File: config.mk
export PLATFORM = sky130hd
export DESIGN_NAME = pipe_mux_reg
export DESIGN_NICKNAME = d
export VERILOG_FILES = /design/src/rtl/pipe_mux_pkg.sv /design/src/rtl/mux_nto1.sv /design/src/rtl/pipe_mux_reg.sv
export SDC_FILE = /design/constraint.sdc
export NUM_CORES = 1
export LEC_CHECK = 0
export ABC_AREA = 0
export CAP_MARGIN = 20
export CORE_MARGIN = 4
export CORE_UTILIZATION = 39
export CTS_CLUSTER_DIAMETER = 40
export CTS_CLUSTER_SIZE = 28
export DETAILED_ROUTE_END_ITERATION = 10
export PLACE_DENSITY = 0.8
export SLEW_MARGIN = 0
export SYNTH_ARGS = -nofsm -noshare
export SYNTH_HDL_FRONTEND = slang
export SYNTH_HIERARCHICAL = 1
export SYNTH_SLANG_ARGS = --single-unit
File: constraint.sdc
create_clock -name clk -period 1.6 [get_ports clk]
set_input_delay 0.16 -clock clk [delete_from_list [all_inputs] [get_ports clk]]
set_output_delay 0.16 -clock clk [all_outputs]
set_load 0.1 [all_outputs]
File: src/rtl/pipe_mux_pkg.sv
// Shared types and defaults for the registered N:1 pipeline selector.
package pipe_mux_pkg;

  localparam int DEF_WIDTH = 32;
  localparam int DEF_N     = 4;

  // Default-width view of one held entry.
  typedef struct packed {
    logic [DEF_WIDTH-1:0] data;
    logic                 err;
    logic                 valid;
  } entry_t;

  // Encoded as {S.valid, M.valid}.
  typedef enum logic [1:0] {
    EMPTY = 2'b00,
    ONE   = 2'b01,
    FULL  = 2'b11
  } state_t;

endpackage

File: src/rtl/mux_nto1.sv
// Combinational N:1 selector; out-of-range selects give zero data and flag err.
module mux_nto1 #(
  parameter int WIDTH = 32,
  parameter int N     = 4,
  parameter int SEL_W = $clog2(N)
) (
  input  logic [N*WIDTH-1:0] in_data,
  input  logic [SEL_W-1:0]   sel,
  output logic [WIDTH-1:0]   mux,
  output logic               err
);

  logic [31:0] sel_ext;

  always_comb begin
    sel_ext = 32'(sel);
    mux     = '0;
    for (int k = 0; k < N; k++) begin
      if (sel_ext == 32'(k)) mux = in_data[k*WIDTH +: WIDTH];
    end
    err = (sel_ext >= 32'(N));
  end

endmodule

File: src/rtl/pipe_mux_reg.sv
// Registered N:1 selector with a main output register and a one-entry skid buffer.
//   state | meaning
//   EMPTY | nothing held
//   ONE   | M holds the output entry, S free
//   FULL  | M and S both hold entries, in_ready low
module pipe_mux_reg
  import pipe_mux_pkg::*;
#(
  parameter int WIDTH = DEF_WIDTH,
  parameter int N     = DEF_N,
  parameter int SEL_W = $clog2(N)
) (
  input  logic               clk,
  input  logic               rst_n,
  input  logic [N*WIDTH-1:0] in_data,
  input  logic [SEL_W-1:0]   sel,
  input  logic               in_valid,
  output logic               in_ready,
  input  logic               flush,
  output logic [WIDTH-1:0]   out_data,
  output logic               sel_err,
  output logic               out_valid,
  input  logic               out_ready
);

  typedef struct packed {
    logic [WIDTH-1:0] data;
    logic             err;
    logic             valid;
  } slot_t;

  slot_t            m_q, m_d;
  slot_t            s_q, s_d;
  slot_t            new_e;
  state_t           state;
  logic [WIDTH-1:0] mux;
  logic             mux_err;
  logic             xfer_in;
  logic             xfer_out;

  mux_nto1 #(
    .WIDTH (WIDTH),
    .N     (N),
    .SEL_W (SEL_W)
  ) u_mux (
    .in_data (in_data),
    .sel     (sel),
    .mux     (mux),
    .err     (mux_err)
  );

  always_ff @(posedge clk or negedge rst_n) begin
    if (!rst_n) begin
      m_q <= '0;
      s_q <= '0;
    end else begin
      m_q <= m_d;
      s_q <= s_d;
    end
  end

  always_comb begin
    m_d      = m_q;
    s_d      = s_q;
    new_e    = '{data: mux, err: mux_err, valid: 1'b1};
    xfer_in  = in_valid && in_ready;
    xfer_out = out_valid && out_ready;
    state    = m_q.valid ? (s_q.valid ? FULL : ONE) : EMPTY;

    // Flush drops validity only; the data fields keep their last loaded value.
    if (flush) begin
      m_d.valid = 1'b0;
      s_d.valid = 1'b0;
    end else begin
      case (state)
        EMPTY: begin
          if (xfer_in) m_d = new_e;
        end
        ONE: begin
          if (xfer_out && xfer_in) m_d = new_e;
          else if (xfer_out)       m_d.valid = 1'b0;
          else if (xfer_in)        s_d = new_e;
        end
        FULL: begin
          if (xfer_out) begin
            m_d       = s_q;
            s_d.valid = 1'b0;
          end
        end
        default: begin
          m_d.valid = 1'b0;
          s_d.valid = 1'b0;
        end
      endcase
    end
  end

  assign in_ready  = !s_q.valid;
  assign out_valid = m_q.valid;
  assign out_data  = m_q.data;
  assign sel_err   = m_q.err && m_q.valid;

endmodule

* Yosys cells after proc, flatten, opt, wreduce, memory -nomap -nowiden *
Cells that the tools add are included.

operators by class
  div/mod/pow operators = 0
  bitwise gates (word level) = 3
  add/subtract/negate cells = 0
  multiplexer cells = 19
  equal/unequal tests = 15
  $mul = 0
  shift operators = 0
  magnitude comparators = 0
  reduce and logical (&&, ||, !) cells = 12

operator list
  kind                                            count
  two-way mux 32 bit                              4
  one-hot mux 33 bit (3 select lines)             1
  two-way mux 34 bit                              2
  two-way mux 33 bit                              1
  != test 3 bit (second input constant)           5
  AND reduction 5 bit                             3
  != test 2 bit (second input constant)           4
  two-way mux 1 bit                               7
  == test 2 bit (second input constant)           3
  one-hot mux 1 bit (3 select lines)              2
  == test 2 x 1 -> 1 bit (second input constant)  2
  logical AND 1 bit                               4
  logical NOT 2 bit                               2
  two-way mux 2 bit                               2
  != test 4 bit (second input constant)           1
  inverter 1 bit                                  3
  AND reduction 3 bit                             1
  nonzero test 3 bit                              1
  logical NOT 1 bit                               1

storage, ports and cells
  output and inout bits = 35
  bits in latches = 0
  flip-flop bits (word level) = 67
  memories = 0
  bits in writable memories = 0
  logic and storage cells = 54
  memory bits (read-only) = 0
  input port bits = 135

* Depth between registers and ports, before layout *
  depth in word-level cells = 8
  depth in mapped cells = 5
  depth with buffers taken out = 3

* Cells and area by module *
Netlist, hierarchy kept.

by module, submodules not included
  module        area an instance (um^2)  cells an instance  instances  seq. area each (um^2)
  pipe_mux_reg  3,258.1                  220                1          1,701.6
  mux_nto1      825.8                    41                 1          0.0

* Least setup slack after synthesis *
OpenSTA, ideal clock, no wires.

  kind = reg2reg
  start = register m_q, in the netlist out_valid
  end = register m_q, in the netlist out_data[0]
  arrival = 2.181 ns
  cell stages (with the launch flop) = 6
  required time = 1.475 ns
  period minus slack after synthesis = 2.306 ns
  buffers on the path = 2
  library setup time = 0.125 ns
  setup slack = -0.706 ns
  cells stage by stage = dfrtp_1 > buf_4 > nand2_4 > a221oi_4 > buf_6 > mux2_2

between the ends
  cells in the longest elaborated chain, start to end = 4
  elaborated cells between the ends (all ways) = 12
  classes of those cells = eq/ne: 5; mux: 2; reduce/logical: 5

RTL lines
  item                                                                         line                                    RTL
  start: declaration                                                           pipe_mux_reg.sv:32                      slot_t m_q, m_d;
  start signal: assignment                                                     pipe_mux_reg.sv:57                      m_q <= m_d;
  two-way mux 2 bit / logical AND 1 bit (equally long branches)                pipe_mux_reg.sv:68, pipe_mux_reg.sv:67
  == test 2 x 1 -> 1 bit, or another cell as far along                         pipe_mux_reg.sv:75                      case (state)
  != test 2 bit (no source line) / nonzero test 3 bit (equally long branches)  n/a
  AND reduction 5 bit (no source line)                                         n/a

Parallel ways exist; a longest one is shown, timed or not.
A chain may end at the register's enable or synchronous reset.

* Worst setup path after layout *
  start = register s_q[0] in the netlist's numbering
  end = register m_q, in the netlist out_data[9]

between the ends
  cells in the longest elaborated chain, start to end = 5
  elaborated cells between the ends (all ways) = 14
  classes of those cells = eq/ne: 5; mux: 3; reduce/logical: 6

RTL lines
  item                                                                         line                                    RTL
  start: declaration                                                           pipe_mux_reg.sv:33                      slot_t s_q, s_d;
  start signal: assignment                                                     pipe_mux_reg.sv:55                      s_q <= '0;
  start signal: assignment                                                     pipe_mux_reg.sv:58                      s_q <= s_d;
  two-way mux 2 bit / logical NOT 1 bit (equally long branches)                pipe_mux_reg.sv:68, pipe_mux_reg.sv:98
  two-way mux 2 bit / logical AND 1 bit (equally long branches)                pipe_mux_reg.sv:68, pipe_mux_reg.sv:66
  == test 2 x 1 -> 1 bit, or another cell as far along                         pipe_mux_reg.sv:75
  != test 2 bit (no source line) / nonzero test 3 bit (equally long branches)  n/a
  AND reduction 5 bit (no source line)                                         n/a

Parallel ways exist; a longest one is shown, timed or not.

==> flow_summary.rst <==
.. list-table::
   :header-rows: 1

   * - Metric
     - Value
   * - Worst Setup End Kind
     - flop
   * - Total iterations of the first detailed-routing run
     - 4
   * - Post-Place Setup Slack
     - -0.283 ns
   * - Insertion delay of the later-clocked pin in the worst-skew pair
     - 0.34 ns
   * - Count of pins on the block boundary
     - 170
   * - CP Data Arrival Time
     - 1.89 ns
   * - Sinks on the clock net
     - 68
   * - Max Transition Viols Final
     - 0
   * - Final instance count without filler cells
     - 561
   * - Violations in the final reports
     - setup timing
   * - Count of antenna diodes in the layout
     - 0
   * - Core Rows
     - 37
   * - Most common cell after layout, fill and taps aside
     - sky130_fd_sc_hd__clkdlybuf4s50_1
   * - Fraction of final layout cells with drive strength greater than 1
     - 51.1%
   * - F_max
     - 0.601 GHz
   * - Post-Syn Area
     - 4080 um^2
   * - Max stage delay cell, worst path
     - sky130_fd_sc_hd__dfrtp_1
   * - GR Util All Layers
     - 17.1%
   * - Register bit count reported by yosys
     - 68
   * - Crit path time final
     - 1.66 ns
   * - Pin count of the biggest net entering global routing
     - 69
   * - Vias in the first global route
     - 3079
   * - Share of the synthesized area in the top cell type
     - 41.7%
   * - Library cell used as clock root buffer
     - sky130_fd_sc_hd__clkbuf_8
   * - Placeable core region
     - 10300 um^2
   * - Grt total ovfl
     - 0
   * - Power density of the placed cells
     - 1280 nW/um^2
   * - Height of the chip
     - 110 um
   * - Max-capacitance violation count
     - 0
   * - Part of the Yosys area used for sequential elements
     - 41.7%
   * - Final number of hold-violating endpoints
     - 0
   * - Via count of the routed design
     - 2831
   * - Leading post-synthesis cells by cell area
     - sky130_fd_sc_hd__dfrtp_1 (42%), sky130_fd_sc_hd__mux2_2 (27%), sky130_fd_sc_hd__mux4_2 (17%), sky130_fd_sc_hd__buf_4 (6.3%), sky130_fd_sc_hd__buf_6 (1.9%)
   * - Count of port buffers added during placement
     - 169
   * - Remaining number of nets flagged by the antenna check after routing
     - 0
   * - First-pass GRT wire length
     - 15700 um
   * - Share of the clock period used by the worst path after layout
     - 104%
   * - HPWL after detailed placement
     - 7650 um
   * - Vias per cell
     - 5.05
   * - DRC violation total after the first TritonRoute iteration
     - 86
   * - Synth warn
     - 6
   * - Overall die area
     - 12200 um^2
   * - Setup ws final
     - -0.0628 ns
   * - Worst-path clk slew
     - 0.08 ns
   * - Type of the worst setup path
     - flop to flop
   * - Max Root-Sink Buffers
     - 2
   * - Setup violations, final
     - 41
   * - Type of the tightest min-delay check
     - input port to async pin
   * - Worst-case vdd ir drop
     - 0.000633 V
   * - Required @ worst endpoint
     - 1.82 ns
   * - Post-route DRC violation count
     - 0
   * - Clock buffers created by TritonCTS
     - 9
   * - Nets@finish
     - 555
   * - Number of distinct standard cells referenced by the synthesized netlist
     - 19
   * - Outcome
     - finished with violations
   * - Synth Instances
     - 261
   * - Largest clock skew in the final design
     - 0.0126 ns
   * - Detailed-route wire length per cell
     - 19.2 um
   * - H-tree levels
     - 3
   * - Leading cell types in the layout, fill and taps excluded
     - sky130_fd_sc_hd__clkdlybuf4s50_1 (131), sky130_fd_sc_hd__dfrtp_1 (67), sky130_fd_sc_hd__mux2_4 (59)
   * - Setup repair after global routing missed its margin
     - true
   * - Net count after synthesis
     - 396
   * - Die span in x
     - 110 um
   * - Clock tree from TritonCTS
     - built
   * - Area delta synth->final
     - 66.2%
   * - CP startpoint kind
     - flop
   * - Max FO, Critical Path
     - 8
   * - Longest individual stage delay on the worst path
     - 0.40 ns
   * - Detailed Route WL
     - 10800 um
   * - Cell taking the most area after synthesis
     - sky130_fd_sc_hd__dfrtp_1
   * - Final estimated routing congestion in global placement
     - 0.719
   * - Cells traversed along the worst timing path
     - nand2b_4 -> a221oi_4 -> buf_6 -> clkbuf_16 -> mux2_2
   * - Leak Pwr
     - 2.86 nW
   * - Post-Syn Area per Cell
     - 15.6 um^2
   * - Effective utilization at floorplan
     - 39.7%
   * - Setup TNS after final layout
     - -1.42 ns
   * - Placed Cells
     - 534
   * - Antenna violations before repair
     - 0
-- final timing paths --
kind | from | end | slack (ns) | depth (start not counted)
max | s_q[0]$_DFFE_PN0P_ | out_data[9]$_DFFE_PN0P_ | -0.06 | 5
min | rst_n | out_data[17]$_DFFE_PN0P_ | 0.38 | 3
max reg2reg | s_q[0]$_DFFE_PN0P_ | out_data[9]$_DFFE_PN0P_ | -0.06 | 5
min reg2reg | s_q[29]$_DFFE_PN0P_ | s_q[29]$_DFFE_PN0P_ | 0.51 | 1
max in group asynchronous | rst_n | s_q[29]$_DFFE_PN0P_ | 0.90 | 3
min in group clk | sel[1] | s_q[33]$_DFFE_PN0P_ | 0.46 | 4
-- routing by layer --
metal / GRT usage [%] / wire (um)
met1: 19.3 / 4090
met2: 30.5 / 5580
met3: 4.89 / 914
met4: 6.24 / 210
met5: 0 / 0
-- critical path: cells and delay by family, from the launching register on --
family | cells | cell delay (ns)
AND/OR/NAND/NOR | 1 | 0.18
buffers and inverters | 2 | 0.34
multiplexers | 1 | 0.33
AO/OA/AOI/OAI | 1 | 0.30
flip-flops | 1 | 0.40
-- metrics by stage --
step	utilization, %	total power, mW	hold WS (ns)	cell area (um^2)
floorplan	-	5.39	-0.136	4210
global placement	60.7	6.66	0.206	6240
CTS	64.9	8.62	0.367	6670
global route	66.1	9.01	0.421	6790
finish	66.1	8.68	0.384	6790
detailed placement	60.7	6.75	0.211	6240
-- cells in the mapped netlist --
cell,instances
sky130_fd_sc_hd__nand2b_4,1
sky130_fd_sc_hd__o21ai_0,1
sky130_fd_sc_hd__mux4_1,2
sky130_fd_sc_hd__buf_12,3
sky130_fd_sc_hd__inv_1,2
sky130_fd_sc_hd__mux2_2,97
sky130_fd_sc_hd__mux2_1,2
sky130_fd_sc_hd__and2_1,1
sky130_fd_sc_hd__a221oi_4,1
sky130_fd_sc_hd__dfrtp_1,68
sky130_fd_sc_hd__a21oi_1,2
sky130_fd_sc_hd__buf_2,6
sky130_fd_sc_hd__nand2_4,1
sky130_fd_sc_hd__nor4b_4,1
sky130_fd_sc_hd__a211oi_1,1
sky130_fd_sc_hd__conb_1,1
sky130_fd_sc_hd__mux4_2,30
sky130_fd_sc_hd__buf_6,7
sky130_fd_sc_hd__buf_4,34
-- repair_timing --
item / 4_1_cts / 5_1_grt
endpoints found under the hold margin: 68 / 0
setup buffers: 5 / 1
gates resized for setup: 10 / 24
pin swaps: 1 / 1
gates cloned: 3 / 2
endpoints found under the setup margin: 64 / 54
hold buffers: 1 / 0
-- layout make-up --
cell class | count | area [um^2]
Fill cell | 730 | 3490
Timing Repair Buffer | 198 | 2470
Multi-Input combinational cell | 141 | 2170
Sequential cell | 68 | 1710
Tap cell | 136 | 170
Clock buffer | 11 | 151
Clock inverter | 5 | 106
Inverter | 2 | 7.51
-- where the power goes --
part           leakage [nW]  internal [mW]  switching (mW)  total (mW)
registers             0.819           2.21           0.410        2.62
logic                  1.91           2.05            2.23        4.28
clock network         0.126           1.13           0.654        1.78
-- sequential cells by signal, summed over array words and instances, names as in the netlist --
name and count:
s_q 34, out_valid 1, out_data 32, m_q 1
-- logic make-up after synthesis --
kind of cell	count (synthesis)	share of synthesized area (%)
simple gates	4	1.35
mux	131	45.1
flops	68	41.7
buf+inv	52	10.6
compound gates	5	1.19
other cells	1	0.0918
(Power assumes the default switching activity.)
